### config.mk
export PLATFORM = sky130hd
export DESIGN_NAME = pipelined_cla_addsub
export DESIGN_NICKNAME = d
export VERILOG_FILES = /design/src/rtl/pipelined_cla_addsub.sv
export SDC_FILE = /design/constraint.sdc
export NUM_CORES = 1
export LEC_CHECK = 0
export CAP_MARGIN = 15
export CORE_AREA = 2 2 101 103
export CTS_CLUSTER_SIZE = 24
export DETAILED_ROUTE_END_ITERATION = 16
export DIE_AREA = 0 0 103 105
export PLACE_DENSITY = 0.79
export SYNTH_ARGS = -nofsm -noshare
export SYNTH_HDL_FRONTEND = slang
export SYNTH_SLANG_ARGS = --single-unit
### constraint.sdc
create_clock -name clk -period 6 [get_ports clk]
set_clock_uncertainty 0.2 [all_clocks]
set_input_delay 1.8 -clock clk [delete_from_list [all_inputs] [get_ports clk]]
set_output_delay 1.8 -clock clk [all_outputs]
set_load 0.05 [all_outputs]
### src/rtl/pipelined_cla_addsub.sv
// pipelined_cla_addsub: parametrised pipelined two-level CLA adder/subtractor with valid/ready and sticky overflow.
module pipelined_cla_addsub #(
  parameter int WIDTH  = 32,
  parameter int BLOCK  = 4,
  parameter int STAGES = 2
) (
  input  logic             clk,
  input  logic             rst,
  input  logic             in_valid,
  output logic             in_ready,
  input  logic [WIDTH-1:0] a,
  input  logic [WIDTH-1:0] b,
  input  logic             cin,
  input  logic             sub,
  output logic             out_valid,
  input  logic             out_ready,
  output logic [WIDTH-1:0] sum,
  output logic             cout,
  output logic             of,
  output logic             of_sticky,
  input  logic             clr_sticky
);
  localparam int SEG = WIDTH / STAGES;
  localparam int NG  = SEG / BLOCK;

  // Returns {carry into segment MSB, segment carry out, segment sum}.
  function automatic logic [SEG+1:0] cla(input logic [SEG-1:0] x, input logic [SEG-1:0] y, input logic ci);
    logic [SEG-1:0] g, p, s;
    logic [NG-1:0] gg, gp;
    logic [NG:0] gc;
    logic c, t;
    g = x & y;
    p = x ^ y;
    s = '0;
    for (int j = 0; j < NG; j++) begin
      gg[j] = 1'b0;
      gp[j] = 1'b1;
      for (int i = 0; i < BLOCK; i++) begin
        gg[j] = g[j*BLOCK+i] | (p[j*BLOCK+i] & gg[j]);
        gp[j] = gp[j] & p[j*BLOCK+i];
      end
    end
    // Each group carry is an independent lookahead term from ci, not chained from its neighbour.
    gc[0] = ci;
    for (int j = 1; j <= NG; j++) begin
      t = ci;
      for (int i = 0; i < j; i++) t = gg[i] | (gp[i] & t);
      gc[j] = t;
    end
    for (int j = 0; j < NG; j++) begin
      c = gc[j];
      for (int i = 0; i < BLOCK; i++) begin
        s[j*BLOCK+i] = p[j*BLOCK+i] ^ c;
        c = g[j*BLOCK+i] | (p[j*BLOCK+i] & c);
      end
    end
    return {s[SEG-1] ^ p[SEG-1], gc[NG], s};
  endfunction

  logic             v_q [STAGES], v_d [STAGES], vi [STAGES];
  logic             c_q [STAGES], c_d [STAGES], ci [STAGES];
  logic             m_q [STAGES], m_d [STAGES];
  logic [WIDTH-1:0] a_q [STAGES], a_d [STAGES], ai [STAGES];
  logic [WIDTH-1:0] b_q [STAGES], b_d [STAGES], bi [STAGES];
  logic [WIDTH-1:0] s_q [STAGES], s_d [STAGES], si [STAGES];
  logic [SEG+1:0]   r;
  logic             adv, of_sticky_q;

  assign out_valid = v_q[STAGES-1];
  assign adv       = !out_valid || out_ready;
  assign in_ready  = adv;
  assign sum       = s_q[STAGES-1];
  assign cout      = c_q[STAGES-1];
  assign of        = c_q[STAGES-1] ^ m_q[STAGES-1];
  assign of_sticky = of_sticky_q;

  // Operands ride along in place so each stage slices its own segment; bubbles leave data untouched.
  always_comb begin
    vi[0] = in_valid;
    ci[0] = cin ^ sub;
    ai[0] = a;
    bi[0] = b ^ {WIDTH{sub}};
    si[0] = '0;
    for (int k = 1; k < STAGES; k++) begin
      vi[k] = v_q[k-1];
      ci[k] = c_q[k-1];
      ai[k] = a_q[k-1];
      bi[k] = b_q[k-1];
      si[k] = s_q[k-1];
    end
    r = '0;
    for (int k = 0; k < STAGES; k++) begin
      r = cla(ai[k][k*SEG +: SEG], bi[k][k*SEG +: SEG], ci[k]);
      v_d[k] = vi[k];
      c_d[k] = vi[k] ? r[SEG] : c_q[k];
      m_d[k] = vi[k] ? r[SEG+1] : m_q[k];
      a_d[k] = vi[k] ? ai[k] : a_q[k];
      b_d[k] = vi[k] ? bi[k] : b_q[k];
      s_d[k] = s_q[k];
      if (vi[k]) begin
        s_d[k] = si[k];
        s_d[k][k*SEG +: SEG] = r[SEG-1:0];
      end
    end
  end

  always_ff @(posedge clk) begin
    if (rst) begin
      for (int k = 0; k < STAGES; k++) begin
        v_q[k] <= 1'b0;
        c_q[k] <= 1'b0;
        m_q[k] <= 1'b0;
        a_q[k] <= '0;
        b_q[k] <= '0;
        s_q[k] <= '0;
      end
    end else if (adv) begin
      for (int k = 0; k < STAGES; k++) begin
        v_q[k] <= v_d[k];
        c_q[k] <= c_d[k];
        m_q[k] <= m_d[k];
        a_q[k] <= a_d[k];
        b_q[k] <= b_d[k];
        s_q[k] <= s_d[k];
      end
    end
  end

  always_ff @(posedge clk) begin
    if (rst) of_sticky_q <= 1'b0;
    else of_sticky_q <= (out_valid && out_ready && of) || (of_sticky_q && !clr_sticky);
  end
endmodule

# Word-level counts from Yosys, hierarchy flattened
# Memories as Yosys holds them, arrays and structs flattened.
# Index checks and enable logic that the tools add are counted.
totals:
  elab_cells: 234
  ramBits: 198
  out_inout_bits: 37
  n_memories: 6
  in_bits: 71
  ff_bits: 1
mem_list:
  columns: ["name", "depth", "word_bits", "read_ports", "rd_ports_with_merged_regs", "wr", "line", "rtl"]
  rows:
  - ["a_q", 2, 32, 1, 0, 2, "63", "logic [WIDTH-1:0] a_q [STAGES], a_d [STAGES], ai [STAGES];"]
  - ["b_q", 2, 32, 1, 0, 2, "64", "logic [WIDTH-1:0] b_q [STAGES], b_d [STAGES], bi [STAGES];"]
  - ["s_q", 2, 32, 2, 0, 2, "65", "logic [WIDTH-1:0] s_q [STAGES], s_d [STAGES], si [STAGES];"]
  - ["c_q", 2, 1, 2, 0, 2, "61", "logic c_q [STAGES], c_d [STAGES], ci [STAGES];"]
  - ["m_q", 2, 1, 1, 0, 2, "62", "logic m_q [STAGES], m_d [STAGES];"]
  - ["v_q", 2, 1, 2, 0, 2, "60", "logic v_q [STAGES], v_d [STAGES], vi [STAGES];"]
op_classes:
  n_eq_ne: 2
  n_reduce_logical: 9
  n_bitwise: 189
  muxes: 27
ops:
  columns: ["cell", "n"]
  rows:
  - ["$mux 32", 12]
  - ["$and 1x1->1", 80]
  - ["$or 1x1->1", 68]
  - ["$xor 1x1->1", 36]
  - ["$and 16x16->16", 2]
  - ["$xor 16x16->16", 2]
  - ["$xor 32x32->32", 1]
  - ["$mux 1", 15]
  - ["$reduce_and 2->1", 2]
  - ["$logic_and 1x1->1", 3]
  - ["$logic_not 1->1", 2]
  - ["$logic_or 1x1->1", 2]
  - ["$ne 1x1->1 const B", 2]

# Longest topological paths before layout
# Gate-level depths: netlist (run 1).
logic_depth:
  ltp_word: 23
  mapped_depth: 14
  ltp_nobuf: 12

# Least setup slack after synthesis (run 1)
# OpenSTA, ideal clock, no wires.
synth_path:
  path_type: "input-to-reg"
  from: "input sub"
  to: "memory s_q[0][15] (data pin)"
  setup_time_ps: 256
  required_ps: 5544
  path_buffers: 2
  setup_slack_ps: 822
  path_stages: 14
  arrival_time_ps: 4722
  path_cell_list: "buf_4 -> buf_2 -> xor2_1 -> ha_1 -> nand3_1 -> o221ai_1 -> a21oi_2 -> o21ai_1 -> a21boi_1 -> fa_1 -> fa_1 -> fa_1 -> xor2_1 -> nor2_1"
synth_lines:
  columns: ["element", "line", "rtl"]
  rows:
  - ["from (decl)", "14", "input logic sub,"]
  - ["to (decl)", "65", null]

# Final worst setup path (run 1)
layout_path:
  from: "input out_ready"
  to: "output in_ready"
layout_between:
  elab_chain_cells: 1
layout_rtl:
  columns: ["element", "line", "rtl"]
  rows:
  - ["from (decl)", "16", "input logic out_ready,"]
  - ["$logic_or 1x1->1", "70", "assign adv = !out_valid || out_ready;"]
  - ["to (decl)", "10", "output logic in_ready,"]
# Every way passes these cells.

==> key figures, run 1 <==
Run status
  – Status: complete, no violations

Routing
  – Final wirelength: 9120 um
  – WL/cell: 14.9 um
  – Iter 0 DRT Violations: 124
  – Vias: 2994
  – Drt first pass iters: 4
  – # DRC: 0
  – Post-route ant nets: 0
  – Drt via density: 4.88

CTS
  – Htree depth: 3
  – Cts repair resizes: 0
  – CTS hold repair buffers: 0
  – Post-CTS setup buffer count: 0
  – Clock Tree Root: clkbuf_8
  – Clk_lat worst skew: 0.35 ns
  – Clk buf depth: 2
  – TritonCTS clock tree: done
  – Clock transition at path regs: 0.08 ns
  – Clk sink count: 86
  – CTS buffer count: 9

Timing
  – Slew @ Worst Pin: 1.10 ns
  – Maximum clock frequency: 185 MHz
  – Max_slew headroom: 0.268
  – Crit path time final: 5.41 ns
  – Minimum hold slack: 0.315 ns
  – Pins Over Slew Limit: 0
  – Hold Fails Final Rpt: 0
  – Setup WS post-layout: 0.585 ns
  – Final period util: 0.902
  – Final setup viols: 0
  – Setup TNS: 0 ns
  – RSZ-0062 raised after global routing: no

Final layout
  – NumNets Final: 603
  – Most common cell after layout, fill and taps aside: clkdlybuf4s50_1
  – # diodes: 0
  – Most frequent cells in the layout: clkdlybuf4s50_1 (106), edfxtp_1 (85), and2_1 (48)
  – Finished Layout Cells: 614
  – Area growth, synth to finish: 28.7%
  – Layout cells sized above 1: 0.0541
  – FILL cells: 797

Place
  – Post-place setup slack: 0.483 ns
  – Post-placement cell count: 598
  – Port Buffers: 107
  – Post-detail-place hpwl: 7000 um
  – Gpl congestion: 0.846

GRT
  – Initial antenna violation count: 0
  – First-pass GRT wire length: 14600 um
  – Vias in the first global route: 3141
  – Pin count of the biggest net entering global routing: 50
  – GRT Util Overall: 0.177
  – Total global routing overflow: 0

Power and ir drop
  – Maximum vdd drop: 0.000124 V
  – PwrDens: 265 nW/um2
  – Leak: 2.63 nW

Floorplan
  – Die Area: 10800 um2
  – Core Area: 9640 um2
  – Initial Util: 0.500
  – Die Wd: 103 um
  – Die height: 105 um
  – Ports: 108
  – Rows: 36

Yosys
  – Syn avg cell area: 13.2 um2
  – Yosys reg bits: 86
  – Seq/Total Area, Yosys: 0.534
  – Syn_nets: 493
  – Synth cell types: 35
  – Async set or reset register ratio after synthesis: 0
  – EDFF count, synth: 85
  – Synthesized cell area: 4820 um2
  – Synth Flop Type: edfxtp_1
  – Post-synthesis cell count: 366
  – Yosys warns: 0

Setup path
  – CP max FO: 8
  – Setup CP Type: input port to primary output
  – Worst-path cell chain: clkdlybuf4s50_1, nand2b_1, clkdlybuf4s50_1
  – Crit. End Element: primary output
  – Crit path required time: 4.00 ns
  – CP max stage cell: clkdlybuf4s50_1
  – CP peak stage delay: 0.87 ns
  – Startpoint types: input port
  – Arrival time at the worst endpoint: 3.41 ns
  – Most frequent CP cell: clkdlybuf4s50_1

Hold path
  – Hold Crit Class: flop to flop

Flow run
  – Maxcap violations: 0
## layout make-up
type | instances | area, um2 | share of cell area
flip-flops and latches | 86 | 2570 | 0.415
clock inverters | 6 | 46.3 | 0.00747
well taps | 133 | 166 | 0.0268
multi-input cells | 234 | 2060 | 0.332
clock buffers | 10 | 128 | 0.0206
inverters | 32 | 120 | 0.0194
repair buffers | 113 | 1110 | 0.179
## Yosys cell counts, types with 2 or more instances
library cell	count	area, um2
a21o_1	17	128
a21oi_1	6	30.0
and2_1	48	300
and4_1	3	26.3
buf_2	10	50.1
clkbuf_1	3	11.3
edfxtp_1	85	2550
fa_1	24	480
ha_1	32	400
inv_1	32	120
nand2_1	2	7.51
nand2b_1	2	12.5
nand4_1	3	18.8
nor2_1	39	146
xnor2_1	21	184
xor2_1	20	175
## layer usage
layer,vias to the layer above,part of all wire,global-route usage
met5,-,0,0
met4,0,0.022,0.0667
met3,20,0.040,0.0348
met2,81,0.52,0.308
met1,1431,0.41,0.215
li1,1462,-,-
## where the power goes
| group | internal [mW] | switching (mW) |
|---|---|---|
| combinational | 0.208 | 0.283 |
| clock | 0.153 | 0.214 |
| sequential | 0.755 | 0.0295 |
| total | 1.12 | 0.526 |
## cell families (layout without fill, tap and decap cells)
logic type | Yosys count | in the layout | synth area share
compound gates | 36 | 36 | 0.0561
xor+xnor | 42 | 42 | 0.0779
flops | 86 | 86 | 0.534
buf+inv | 46 | 161 | 0.0392
simple gates | 100 | 100 | 0.110
fa+ha+maj | 56 | 56 | 0.183
## sequential cells by signal, indices dropped and copies added (netlist names)
signal / cells
a_q: 16
b_q: 16
c_q: 2
m_q: 1
of_sticky: 1
s_q: 48
v_q: 2
## worst max-delay path, delay by kind of cell
kind,cells,cell delay (ns)
buf+inv,2,1.35
simple gates,1,0.27
## stage by stage
stage          total power [mW]  area (um2)   util
4_1_cts                    1.66        6200  0.643
3_5_place_dp               1.29        6030  0.625
5_1_grt                    1.73        6200  0.643
3_3_place_gp               1.27        6030  0.625
2_1_floorplan              1.12        4820      -
6_report                   1.64        6200  0.643
## final timing paths
check | from | to | slack [ns] | cells past startpoint
max | out_ready | in_ready | 0.59 | 3
min | of_sticky | of_sticky | 0.31 | 2
max reg2reg | a_q[0][17] | s_q[0][63] | 2.12 | 10
min reg2reg | of_sticky | of_sticky | 0.31 | 2
Note: power is estimated with default switching activity, not from simulation.
==> inputs of run 2 (changes only) <==
--- a/config.mk
+++ b/config.mk
@@ -6,11 +6,12 @@
 export NUM_CORES = 1
 export LEC_CHECK = 0
 export CAP_MARGIN = 15
-export CORE_AREA = 2 2 101 103
+export CORE_AREA = 2 2 97 99
 export CTS_CLUSTER_SIZE = 24
 export DETAILED_ROUTE_END_ITERATION = 16
-export DIE_AREA = 0 0 103 105
-export PLACE_DENSITY = 0.79
+export DIE_AREA = 0 0 99 101
+export MAX_ROUTING_LAYER = met4
+export PLACE_DENSITY = 0.85
 export SYNTH_ARGS = -nofsm -noshare
 export SYNTH_HDL_FRONTEND = slang
 export SYNTH_SLANG_ARGS = --single-unit
==> constraint.sdc (replaced) <==
create_clock -name clk -period 6.5 [get_ports clk]
set_clock_uncertainty 0.2 [all_clocks]
set_input_delay 1.95 -clock clk [delete_from_list [all_inputs] [get_ports clk]]
set_output_delay 1.95 -clock clk [all_outputs]
set_load 0.05 [all_outputs]
==> run 2 against run 1 <==
Effect of this change:
- first-iteration DRC count down 22%
- design area shrank 0.20%
- via count decreased by 1.3%
- hold slack worse by 0.018 ns
- sequential power fell by 7.8%
- worst setup slack improved by 0.23 ns
- non-clock buffer count decreased by 1
- total power is 5.8% lower
- sequential share of layout area up 0.084 points
- final cell count fell by 3.7%
- count of clock-buffer cells in the layout down 1
- critical path type unchanged
==> key figures, run 2 (synthesis gave the netlist of run 1 again) <==
Run status
  – Status: complete, no violations (unchanged)

Setup path
  – CP peak stage delay: 0.86 ns (was 0.87 ns)
  – Crit path buf inv count: 2 (unchanged)
  – Startpoint types: input port (unchanged)
  – Reg2Reg Setup Slack: 2.59 ns (was 2.12 ns)
  – Worst-path cell chain: clkdlybuf4s50_1, nand2b_1, clkdlybuf4s50_1 (unchanged)
  – Crit path required time: 4.35 ns (was 4.00 ns)
  – Setup CP Type: input port to primary output (unchanged)
  – Most frequent CP cell: clkdlybuf4s50_1 (unchanged)
  – CP max stage cell: clkdlybuf4s50_1 (unchanged)
  – Arrival time at the worst endpoint: 3.53 ns (was 3.41 ns)
  – Crit. End Element: primary output (unchanged)
  – CP max FO: 8 (unchanged)
  – Crit path max-delay family: buffers and inverters (unchanged)

Hold path
  – Hold Crit Class: flop to flop (unchanged)

Routing
  – Vias: 2955 (was 2994)
  – Drt via density: 5.00 (was 4.88)
  – Drt first pass iters: 5 (was 4)
  – WL/cell: 15.3 um (was 14.9 um)
  – Post-route ant nets: 0 (unchanged)
  – # DRC: 0 (unchanged)
  – Final wirelength: 9010 um (was 9120 um)
  – Iter 0 DRT Violations: 97 (was 124)

CTS
  – Clk_lat worst skew: 0.35 ns (about the same)
  – TritonCTS clock tree: done (unchanged)
  – Clock Tree Root: clkbuf_8 (unchanged)
  – Clk buf depth: 2 (unchanged)
  – CTS buffer count: 9 (unchanged)
  – Clock transition at path regs: 0.08 ns (about the same)
  – Htree depth: 3 (unchanged)
  – Post-CTS setup buffer count: 0 (unchanged)
  – Clk sink count: 86 (unchanged)
  – Cts repair resizes: 0 (unchanged)
  – CTS hold repair buffers: 0 (unchanged)

Timing
  – Max_slew headroom: 0.528 (was 0.268)
  – RSZ-0062 raised after global routing: no (unchanged)
  – Hold Fails Final Rpt: 0 (unchanged)
  – Pins Over Slew Limit: 0 (unchanged)
  – Crit path time final: 5.68 ns
  – Final setup viols: 0 (unchanged)
  – Setup TNS: 0 ns (unchanged)
  – Slew @ Worst Pin: 0.708 ns (was 1.10 ns)
  – Maximum clock frequency: 176 MHz
  – Final period util: 0.875

Floorplan
  – Rows: 35 (was 36)
  – Ports: 108 (unchanged)
  – Die Area: 10000 um2 (was 10800 um2)
  – Die height: 101 um (was 105 um)
  – Die Wd: 99 um (was 103 um)
  – Core Area: 8980 um2 (was 9640 um2)
  – Initial Util: 0.537 (was 0.500)

Final layout
  – FILL cells: 641 (was 797)
  – NumNets Final: 602 (was 603)
  – Area growth, synth to finish: 28.4% (was 28.7%)
  – Sequential Area: 2570 um2 (unchanged)
  – Most common cell after layout, fill and taps aside: clkdlybuf4s50_1 (unchanged)
  – Largest register FFs: 48 (unchanged)
  – Most frequent cells in the layout: clkdlybuf4s50_1 (106), edfxtp_1 (85), and2_1 (48) (unchanged)
  – Top Registers: s_q (48), a_q (16), b_q (16) (unchanged)
  – Most flop-heavy register: s_q (unchanged)
  – Multi-input gate area: 2060 um2 (unchanged)
  – Layout cells sized above 1: 0.0500 (was 0.0541)
  – # diodes: 0 (unchanged)

GRT
  – Total global routing overflow: 0 (unchanged)
  – GRT Util Overall: 0.197 (was 0.177)
  – Vias in the first global route: 3136 (was 3141)
  – First-pass GRT wire length: 14600 um (about the same)
  – Initial antenna violation count: 0 (unchanged)
  – Pin count of the biggest net entering global routing: 50 (unchanged)

Power and ir drop
  – Int Pwr: 1.07 mW (was 1.12 mW)
  – Leak: 2.64 nW (was 2.63 nW)
  – PwrDens: 250 nW/um2 (was 265 nW/um2)
  – Sequential share of power: 0.468 (was 0.478)
  – Clock network fraction of total power: 0.240 (was 0.223)
  – Combinational group share of total power: 0.292 (was 0.299)
  – Maximum vdd drop: 0.000136 V (was 0.000124 V)
  – Sw frac: 0.310 (was 0.320)
  – Psw: 480 uW (was 526 uW)
  – Power Total: 1.55 mW (was 1.64 mW)

Place
  – Gpl congestion: 0.830 (was 0.846)
  – Port Buffers: 107 (unchanged)
  – Post-detail-place hpwl: 6880 um (was 7000 um)

Flow run
  – Maxcap violations: 0 (unchanged)
-- run 2: cell count changes in the layout (fill, tap and decap cells not counted), sizes merged --
cell	before	now
bufinv	0	1
clkbuf	10	9
clkinvlp	2	0
clkinv	3	5
buf	7	6
-- run 2: worst paths after layout --
path | startpoint | end | cells past startpoint
min reg2reg | of_sticky | of_sticky | 2
min | of_sticky | of_sticky | 2
max | out_ready | in_ready | 3
max reg2reg | a_q[0][17] | s_q[0][63] | 10
-- run 2: per-stage QoR --
| step | utilization | cells | hold slack [ns] | instance area, um2 | worst slack, ns |
|---|---|---|---|---|---|
| floorplan | - | 366 | 0.297 | 4820 | 1.17 |
| global placement | 0.667 | 575 | 0.270 | 5990 | 0.863 |
| detailed placement | 0.667 | 575 | 0.289 | 5990 | 0.816 |
| CTS | 0.689 | 591 | 0.307 | 6190 | 0.816 |
| global route | 0.689 | 591 | 0.332 | 6190 | 0.763 |
| finish | 0.689 | 591 | 0.297 | 6190 | 0.816 |
-- run 2: power by group through the flow --
stage	Sequential (mW)	Combinational (mW)	Clock [mW]
after floorplan	0.838	0.191	0
after global placement	0.733	0.438	0
after detailed placement	0.737	0.455	0
after CTS	0.725	0.458	0.379
after global routing	0.732	0.498	0.400
final	0.724	0.452	0.371
-- run 2: final cells by class --
class,instances,share of cell area
clock buffers,9,0.0200
clock inverters,7,0.0117
inverters,32,0.0194
multi-input cells,234,0.332
flip-flops and latches,86,0.416
well taps,111,0.0224
repair buffers,112,0.178
-- run 2: worst register-to-register path, stage by stage, from the launching register on --
cell and delay, ns:
edfxtp_1 0.43, ha_1 0.34, a41o_1 0.25, a211o_1 0.36
a221oi_2 0.45, o21bai_1 0.19, fa_1 0.42, fa_1 0.39
fa_1 0.42, xnor2_1 0.18, nor2_1 0.05
-- run 2: layer usage --
layer / share of wire / vias up / wire (um) / global-route usage
met4: 0.024 / 0 / 218 / 0.0832
met1: 0.41 / 1396 / 3700 / 0.224
li1: - / 1460 / - / -
met5: 0 / - / 0 / -
met3: 0.043 / 18 / 385 / 0.0395
met2: 0.52 / 81 / 4710 / 0.340
==> inputs of run 3 (changes only) <==
==> constraint.sdc (replaced) <==
create_clock -name clk -period 6.5 [get_ports clk]
set_clock_uncertainty 0.2 [all_clocks]
set_input_delay 0.65 -clock clk [delete_from_list [all_inputs] [get_ports clk]]
set_output_delay 0.65 -clock clk [all_outputs]
set_load 0.05 [all_outputs]
==> run 3 against run 2 <==
Effect of this change:
- die area unchanged
- sequential share of layout area down 0.13 points
- final cell count shrank 0.17%
- count of clock-buffer cells in the layout is the same
- design area rose by 0.32%
- utilization up 0.22 points
- sequential cell count did not move
==> key figures, run 3 (synthesis gave the netlist of run 1 again) <==
CTS
  – Clock transition at path regs: 0.10 ns (was 0.08 ns)
  – Htree depth: 3 (unchanged)
  – CTS buffer count: 9 (unchanged)
  – Clk buf depth: 2 (unchanged)
  – TritonCTS clock tree: done (unchanged)
  – Cts repair resizes: 0 (unchanged)
  – Clk_lat worst skew: 0.35 ns (about the same)
  – Clock Tree Root: clkbuf_8 (unchanged)
  – Clk sink count: 86 (unchanged)
  – Post-CTS setup buffer count: 0 (unchanged)
  – CTS hold repair buffers: 0 (unchanged)

Timing
  – Final setup viols: 0 (unchanged)
  – Maximum clock frequency: 230 MHz (was 176 MHz)
  – Pins Over Slew Limit: 0 (unchanged)
  – Max_slew headroom: 0.366 (was 0.528)
  – Setup TNS: 0 ns (unchanged)
  – Setup WS post-layout: 2.14 ns (was 0.816 ns)
  – Hold Fails Final Rpt: 0 (unchanged)
  – Final period util: 0.670 (was 0.875)
  – Minimum hold slack: 0.306 ns (was 0.297 ns)
  – Crit path time final: 4.36 ns (was 5.68 ns)
  – Slew @ Worst Pin: 0.951 ns (was 0.708 ns)
  – RSZ-0062 raised after global routing: no (unchanged)

Setup path
  – CP max stage cell: buf_2 (was clkdlybuf4s50_1)
  – Reg2Reg Setup Slack: 2.64 ns (was 2.59 ns)
  – Worst-path cell chain: buf_2, xor2_1, ha_1, nand3_1, o221ai_1, a21oi_2, o21ai_1, inv_1, fa_1, fa_1, fa_1, xor2_1, nor2_1 (was clkdlybuf4s50_1, nand2b_1, clkdlybuf4s50_1)
  – Setup CP Type: input port to flop (was input port to primary output)
  – Arrival time at the worst endpoint: 4.25 ns (was 3.53 ns)
  – Crit. End Element: flop (was primary output)
  – Most frequent CP cell: fa_1 (was clkdlybuf4s50_1)
  – CP max FO: 33 (was 8)
  – Crit path buf inv count: 2 (unchanged)
  – Startpoint types: input port (unchanged)
  – Crit path required time: 6.39 ns (was 4.35 ns)
  – CP peak stage delay: 0.71 ns (was 0.86 ns)
  – Crit path max-delay family: adder cells (was buffers and inverters)

Run status
  – Status: complete, no violations (unchanged)

Routing
  – # DRC: 0 (unchanged)
  – WL/cell: 14.5 um (was 15.3 um)
  – Post-route ant nets: 0 (unchanged)
  – Drt first pass iters: 4 (was 5)
  – Final wirelength: 8560 um (was 9010 um)
  – Drt via density: 5.01 (was 5.00)
  – Vias: 2955 (unchanged)
  – Iter 0 DRT Violations: 133 (was 97)

Floorplan
  – Die height: 101 um (unchanged)
  – Die Area: 10000 um2 (unchanged)
  – Rows: 35 (unchanged)
  – Ports: 108 (unchanged)
  – Initial Util: 0.537 (unchanged)
  – Core Area: 8980 um2 (unchanged)
  – Die Wd: 99 um (unchanged)

Power and ir drop
  – Leak: 2.65 nW (was 2.64 nW)
  – PwrDens: 251 nW/um2 (was 250 nW/um2)
  – Maximum vdd drop: 0.000126 V (was 0.000136 V)

GRT
  – Pin count of the biggest net entering global routing: 41 (was 50)
  – Initial antenna violation count: 0 (unchanged)
  – Total global routing overflow: 0 (unchanged)
  – First-pass GRT wire length: 13900 um (was 14600 um)
  – GRT Util Overall: 0.187 (was 0.197)
  – Vias in the first global route: 2973 (was 3136)

Final layout
  – Most flop-heavy register: s_q (unchanged)
  – Area growth, synth to finish: 28.8% (was 28.4%)
  – Finished Layout Cells: 590 (was 591)
  – Layout cells sized above 1: 0.0522 (was 0.0500)
  – FILL cells: 641 (unchanged)
  – Top Registers: s_q (48), a_q (16), b_q (16) (unchanged)
  – Most frequent cells in the layout: clkdlybuf4s50_1 (106), edfxtp_1 (85), and2_1 (48) (unchanged)
  – NumNets Final: 601 (was 602)
  – Most common cell after layout, fill and taps aside: clkdlybuf4s50_1 (unchanged)
  – # diodes: 0 (unchanged)
  – Largest register FFs: 48 (unchanged)

Place
  – Post-detail-place hpwl: 6650 um (was 6880 um)
  – Post-place setup slack: 1.76 ns (was 0.816 ns)
  – Port Buffers: 107 (unchanged)
  – Gpl congestion: 0.882 (was 0.830)
  – Post-placement cell count: 573 (was 575)

Hold path
  – Hold Crit Class: flop to flop (unchanged)

Flow run
  – Maxcap violations: 0 (unchanged)
==> run 3: cell types whose count changed in the layout (fill, tap and decap cells not counted), sizes merged <==
cell / delta
clkinvlp: +1
buf: -1
inv: +3
clkinv: -4
==> run 3: path summary, 6_finish.rpt <==
kind	endpoint	startpoint	cells after the start
max reg2reg	s_q[0][63]	a_q[0][17]	10
min	of_sticky	of_sticky	2
min reg2reg	of_sticky	of_sticky	2
max	s_q[0][11]	sub	13
==> run 3: per-layer routing <==
metal  part of all wire  wire [um]  global-route usage  vias to the layer above
li1                   -          -                   -                     1461
met1               0.42       3560               0.226                     1391
met2               0.51       4370               0.308                       83
met3              0.045        389              0.0361                       20
met4              0.028        242              0.0822                        0
met5                  0          0                   -                        -
==> run 3: area by class of cell <==
cell class | instances | area (um2) | area share
clock buffers | 9 | 124 | 0.0200
well taps | 111 | 139 | 0.0224
multi-input cells | 234 | 2060 | 0.331
flip-flops and latches | 86 | 2570 | 0.414
repair buffers | 111 | 1120 | 0.180
clock inverters | 7 | 80.1 | 0.0129
inverters | 32 | 120 | 0.0193
==> run 3: per-stage QoR <==
stage                     power [mW]  utilization  cell area (um2)
after CTS                       1.57        0.689             6180
after global placement          1.17        0.666             5980
after global routing            1.64        0.692             6210
final                           1.56        0.692             6210
after floorplan                 1.03            -             4820
after detailed placement        1.19        0.666             5980
==> run 3: worst reg2reg max path: cells and delay by family, from the launching register on <==
family          cells  cell delay [ns]
fa+ha+maj           4             1.55
compound gates      4             1.18
flops               1             0.44
xor+xnor            1             0.18
simple gates        1             0.06
==> run 3: where the power goes <==
part	internal [mW]	switching [mW]	total [mW]
Clock	0.184	0.204	0.388
Combinational	0.191	0.257	0.447
Sequential	0.697	0.0268	0.724
